## src/rtl/shiftin.sv

```systemverilog
// shiftin: latch/clock/data shift-bus receiver, LSB first, one parallel word per frame.
// Define SHIFTIN_TIMEOUT_EN to abandon frames whose shift clock stalls for TIMEOUT_CLKS cycles.
module shiftin #(
    parameter int DATA_WIDTH   = 32,
    parameter int FREQUENCY    = 1_000,
    parameter int CLKS_PER_BIT = 12_000_000 / FREQUENCY,
    parameter int TIMEOUT_CLKS = 4 * CLKS_PER_BIT
) (
    input  logic                  clk,
    input  logic                  rst_n,
    input  logic                  shift_latch,
    input  logic                  shift_clock,
    input  logic                  shift_data,
    output logic [DATA_WIDTH-1:0] out_data,
    output logic                  out_valid,
    output logic                  frame_error,
    output logic                  busy
);
    localparam int CW = $clog2(DATA_WIDTH + 2);
    typedef enum logic {IDLE, RECEIVE} state_t;
    state_t                state;
    logic [2:0]            latch_q, clock_q;
    logic [1:0]            data_q;
    logic [CW-1:0]         count, count_nx;
    logic [DATA_WIDTH-1:0] shreg, shreg_nx;
    logic                  latch_fall, latch_rise, clock_rise;
    // bit [1] is the synchronised level, bit [2] the history used for edge detection
    assign latch_fall = latch_q[2] & ~latch_q[1];
    assign latch_rise = ~latch_q[2] & latch_q[1];
    assign clock_rise = ~clock_q[2] & clock_q[1];
    assign shreg_nx   = clock_rise ? {data_q[1], shreg[DATA_WIDTH-1:1]} : shreg;
    assign count_nx   = (clock_rise && count != CW'(DATA_WIDTH + 1)) ? count + CW'(1) : count;
`ifdef SHIFTIN_TIMEOUT_EN
    localparam int TW = $clog2(TIMEOUT_CLKS);
    logic [TW-1:0] tcnt;
    logic          timeout;
    assign timeout = !clock_rise && tcnt == TW'(TIMEOUT_CLKS - 1);
`endif
    always_ff @(posedge clk) begin
        if (!rst_n) begin
            latch_q     <= 3'b111;
            clock_q     <= '0;
            data_q      <= '0;
            state       <= IDLE;
            count       <= '0;
            shreg       <= '0;
            out_data    <= '0;
            out_valid   <= 1'b0;
            frame_error <= 1'b0;
            busy        <= 1'b0;
`ifdef SHIFTIN_TIMEOUT_EN
            tcnt        <= '0;
`endif
        end else begin
            latch_q     <= {latch_q[1:0], shift_latch};
            clock_q     <= {clock_q[1:0], shift_clock};
            data_q      <= {data_q[0], shift_data};
            out_valid   <= 1'b0;
            frame_error <= 1'b0;
            if (state == IDLE) begin
                if (latch_fall) begin
                    state <= RECEIVE;
                    busy  <= 1'b1;
                    count <= '0;
                    shreg <= '0;
`ifdef SHIFTIN_TIMEOUT_EN
                    tcnt  <= '0;
`endif
                end
            end else begin
                count <= count_nx;
                shreg <= shreg_nx;
`ifdef SHIFTIN_TIMEOUT_EN
                tcnt  <= clock_rise ? '0 : tcnt + TW'(1);
`endif
                // a bit arriving with the latch rise is counted before the length check
                if (latch_rise) begin
                    state <= IDLE;
                    busy  <= 1'b0;
                    if (count_nx == CW'(DATA_WIDTH)) begin
                        out_data  <= shreg_nx;
                        out_valid <= 1'b1;
                    end else begin
                        frame_error <= 1'b1;
                    end
                end
`ifdef SHIFTIN_TIMEOUT_EN
                else if (timeout) begin
                    state       <= IDLE;
                    busy        <= 1'b0;
                    frame_error <= 1'b1;
                end
`else
`endif
            end
        end
    end
endmodule
```

## config.mk

```make
export PLATFORM = sky130hd
export DESIGN_NAME = shiftin
export DESIGN_NICKNAME = d
export VERILOG_FILES = /design/src/rtl/shiftin.sv
export SDC_FILE = /design/constraint.sdc
export NUM_CORES = 1
export LEC_CHECK = 0
export CORE_UTILIZATION = 50
export CTS_CLUSTER_SIZE = 28
export DETAILED_ROUTE_END_ITERATION = 12
export PLACE_DENSITY = 0.72
export SYNTH_ARGS = -nofsm -noshare
export SYNTH_HDL_FRONTEND = slang
export SYNTH_SLANG_ARGS = --single-unit
```

## constraint.sdc

```tcl
create_clock -name clk -period 4.71 [get_ports clk]
set_clock_uncertainty 0.05 [all_clocks]
set_input_delay 0.7065 -clock clk [delete_from_list [all_inputs] [get_ports clk]]
set_output_delay 0.7065 -clock clk [all_outputs]
set_load 0.01 [all_outputs]
```

# Word-level counts from Yosys, hierarchy flattened
# Cells that the tools add are included.
[word_totals]
regBits = 82
inputBits = 5
out_inout_bits = 35
elab_cells = 39
[classes]
addsub = 1
eq_ne = 3
n_mux = 14
bitwise = 6
n_reduce_logical = 5
[ops]
columns = ["cell", "count"]
rows = [
  ["2-to-1 mux 32 bit", 3],
  ["2-to-1 mux 6 bit", 3],
  ["2-to-1 mux 1 bit", 8],
  ["adder 6 x 1 -> 6 bit (second input constant)", 1],
  ["equality test 6 bit (second input constant)", 1],
  ["!= test 6 bit (second input constant)", 1],
  ["AND reduction 3 bit", 2],
  ["bitwise AND 1 bit", 3],
  ["NOT 1 bit", 3],
  ["!= test 2 x 1 -> 1 bit (second input constant)", 1],
  ["AND reduction 2 bit", 1],
  ["nonzero test 2 bit", 1],
  ["logical AND 1 bit", 1],
]

# Logic depth before layout (Yosys ltp)
[logic_depth]
depth_word = 6
mapped_depth = 8
ltp_nobuf = 7

# Least setup slack after synthesis
# No wires, ideal clock.
[synth_path]
kind = "flip-flop to flip-flop"
startpoint = "reg count[1]"
endpoint = "reg out_data[0]"
setup_time_ps = 72
t_arrival_ps = 1955
t_required_ps = 4588
path_slack_ps = 2633
path_stages_with_launch = 9
n_path_buf = 1
period_less_slack_ps = 2077
path_cell_list = "dfxtp_1 > inv_1 > ha_1 > nand2_1 > and2b_2 > a2bb2oi_2 > nor4_4 > buf_6 > mux2i_1"
[synth_between]
elab_chain_len = 5
elab_cells_between_ends = 6
classes_between = "add/sub (1); eq/ne (2); mux (1); reduce/logical (2)"
[synth_lines]
columns = ["item", "line_no", "text"]
rows = [
  ["start, declared", "24", "logic [CW-1:0] count, count_nx;"],
  ["start signal, assigned", "71", "count <= count_nx;"],
  ["branches (longest 2 deep; another with adder 6 x 1 -> 6 bit)", "-", ""],
  ["2-to-1 mux 6 bit (*)", "32", "assign count_nx = (clock_rise && count != CW'(DATA_WIDTH + 1)) ? count + CW'(1) : count;"],
  ["equality test 6 bit (*)", "80", "if (count_nx == CW'(DATA_WIDTH)) begin"],
  ["AND reduction 3 bit (no line) (*)", "-", ""],
  ["end signal, assigned", "81", "out_data <= shreg_nx;"],
  ["end, declared", "14", "output logic [DATA_WIDTH-1:0] out_data,"],
]
# Mark *: on every way between the ends.
# A chain may end at the register's enable or synchronous reset.

# Final worst setup path
[layout_path]
startpoint = "reg clock_q[1]"
endpoint = "reg out_data[9]"
[layout_between]
elab_chain_len = 5
elab_cells_between_ends = 6
classes_between = "eq/ne (1); mux (2); bitwise (1); reduce/logical (2)"
[layout_lines]
columns = ["item", "line_no", "text"]
rows = [
  ["start, declared", "22", "logic [2:0] latch_q, clock_q;"],
  ["start signal, assigned", "56", "clock_q <= {clock_q[1:0], shift_clock};"],
  ["bitwise AND 1 bit (*)", "30", "assign clock_rise = ~clock_q[2] & clock_q[1];"],
  ["logical AND 1 bit", "32", ""],
  ["2-to-1 mux 6 bit", "32", ""],
  ["equality test 6 bit", "80", ""],
  ["AND reduction 3 bit (no line)", "-", ""],
]
# Mark *: on every way between the ends. The rest lies on a longest branch, timed or not.

==> results_dict.tcl <==
set metrics [dict create \
    status "finished, final reports clean" \
    setup_tns_ps 0 \
    synth_area_mm2 0.00365 \
    die_area_mm2 0.00766 \
    synthTopCellsByArea "dfxtp_1, mux2_2, mux2i_1" \
    fin_cells 501 \
    die_x_um 87.5 \
    ys_ff_latch 82 \
    gp_congestion 0.817 \
    synth-edff-count 0 \
    grt_setup_unrepaired "no" \
    r2r_slack_ps 1990 \
    slew_headroom 0.280 \
    rr_startpoint "clock_q[1]$_SDFF_PN0_" \
    die_h_um 87.5 \
    critPathLaunch "clock_q[1]$_SDFF_PN0_" \
    seq_area_frac_synth 0.449 \
    min_from "clock_q[0]$_SDFF_PN0_" \
    multi_input_area_mm2 0.00183 \
    gr-total-overflow 0 \
    period_minus_slack_ps 2720 \
    core_area_mm2 0.00694 \
    drive_above_1_share 0.151 \
    initial_utilization 0.526 \
    cp.arrival_ps 2950 \
    root_buffer "clkbuf_8" \
    wire_per_inst_um 12.9 \
    grt_max_degree 77 \
    setup_viol 0 \
    cp_slowest_cell "nor2b_4" \
    detail_route.first_pass.iterations 4 \
    worst_skew_pair.late_latency_ps 350 \
    min-delay-path-class "register to register" \
    slowest_delay_ps 870 \
    hold_viol_final 0 \
    cts_buffer_depth 2 \
    final_util 0.614 \
    peakVddDrop_v 0.000138 \
    reg2reg_to "out_data[9]$_SDFFE_PN0P_" \
    cp_cell_sequence "nor2b_4 > nand4_1 > xor2_1 > nor4_4 > buf_4 > mux2i_1" \
    synthArstFlopShare 0 \
    max_freq_mhz 368 \
    post_cts_resized 0 \
    drt_iter0_drc 107 \
    grt.total_usage 0.184 \
    start_kind "register" \
    cts.sinks 82 \
    drtAntennaViolNets 0 \
    worstSetupPathType "register to register" \
    antenna-diode-count 0 \
    drt-vias-per-instance 5.18 \
    cp_num_buf_inv 1 \
    critPathMaxFanout 41 \
    yosys_most_used_dff "dfxtp_1" \
    p_total_mw 1.37 \
    cts_tree "yes" \
    dp_hpwl_um 3820 \
    io_pins 40 \
    cts-buffers-inserted 9 \
    syn_nets 381 \
    power.density_mw_per_mm2 320 \
    worst_pin_slew_ps 1080 \
    nFillCells 607 \
    syn_avg_cell_area_um2 9.77 \
    port_buffers 39 \
    cts_hold_buf 0 \
    leakagePower_nw 1.42 \
    h-tree-depth 3 \
    crit_end "out_data[9]$_SDFFE_PN0P_" \
    r2r_cells 6 \
    yosysTopAreaCellShare 0.449 \
    regArea_mm2 0.00164 \
    antenna_found_initial 0 \
    cp.required_ps 4940 \
    syn_to_final_growth_pct 16.7 \
    worst-path-stages 6 \
    end_kind "register" \
    grt_pass1_vias 2483 \
    num_vias 2597 \
    yosys_warnings 0 \
    maxCapViolCount 0 \
    finalNetCount 407 \
    floorplan.rows 30 \
    yosys.area.top_type "dfxtp_1" \
    synth_most_common_cell "dfxtp_1" \
    placed_cells 485 \
    totalWireLength_um 6480 \
    synth_common_cells "dfxtp_1, nand2_1, nor2b_1" \
    path_clk_slew_ps 80 \
    post_cts_buffers 0 \
    synth.distinct_cells 43 \
    grt_pass1_wl_um 11000 \
    critPathTopFamily "simple AND/OR/NAND/NOR gates" \
    drv_slew 0 \
    synthCells 374 \
    fin_crit_sh 0.577 \
    route.detailed.drc 0 \
    hold_path_depth 1 \
]
-- worst min path at each step --
stage,to
after floorplan,latch_q[1]$_SDFF_PN1_
after global placement,latch_q[1]$_SDFF_PN1_
after detailed placement,data_q[1]$_SDFF_PN0_
after CTS,data_q[1]$_SDFF_PN0_
after global routing,clock_q[1]$_SDFF_PN0_
final,clock_q[1]$_SDFF_PN0_
-- state kept, by name, summed over array words and instances, names as in the netlist --
name	count
busy	1
latch_q	3
out_data	32
clock_q	3
count	6
shreg	32
data_q	2
state	1
frame_error	1
out_valid	1
-- cells in the final DEF (no fill, tap or decap), types with 9 or more instances in the layout --
cell / count
a22oi_1: 32
nor2b_1: 35
and2_1: 9
nand2_1: 72
mux2i_1: 33
dfxtp_1: 82
clkbuf_8: 10
clkdlybuf4s50_1: 38
mux2_2: 32
-- cell families after synthesis --
kind of cell             count (synthesis)  share of synthesized area
buffers and inverters                   31                     0.0524
AND/OR/NAND/NOR                        143                      0.197
adder cells (fa/ha/maj)                  2                    0.00685
flip-flops                              82                      0.449
XOR/XNOR                                 1                    0.00240
AO/OA/AOI/OAI                           50                      0.104
multiplexers                            65                      0.189
-- worst register-to-register path: stages, from the launching register on --
cell     delay [ps]
dfxtp_1         320
nor2b_4         870
nand4_1         240
xor2_1          260
nor4_4          320
buf_4           350
mux2i_1         240
-- stage by stage --
| stage | instance area, µm² | hold slack [ps] | setup slack (ps) |
|---|---|---|---|
| 3_5_place_dp | 4020 | 380 | 1990 |
| 3_3_place_gp | 4020 | 354 | 2090 |
| 5_1_grt | 4270 | 417 | 1730 |
| 2_1_floorplan | 3650 | 336 | 2630 |
| 6_report | 4270 | 395 | 1990 |
| 4_1_cts | 4270 | 402 | 1970 |
-- layout make-up --
type | instances | area share
clock inverters | 4 | 0.0232
multi-input cells | 261 | 0.429
flip-flops and latches | 82 | 0.385
clock buffers | 12 | 0.0340
inverters | 2 | 0.00176
repair buffers | 44 | 0.0991
well taps | 96 | 0.0282
-- routing by layer --
metal	wire length [µm]	up-vias	part of all wire	track usage
li1	-	1345	-	-
met4	131	0	0.020	0.0939
met5	0	-	0	0
met2	2880	31	0.45	0.309
met1	3310	1209	0.51	0.226
met3	157	12	0.024	0.0341
-- report_power, final --
part / total, mW / internal, mW / leakage [nW] / switching (mW)
Combinational: 0.0482 / 0.0190 / 0.639 / 0.0292
Sequential: 0.701 / 0.697 / 0.662 / 0.00370
Clock: 0.618 / 0.368 / 0.121 / 0.249
No activity file was read; power rests on OpenSTA's default activity.
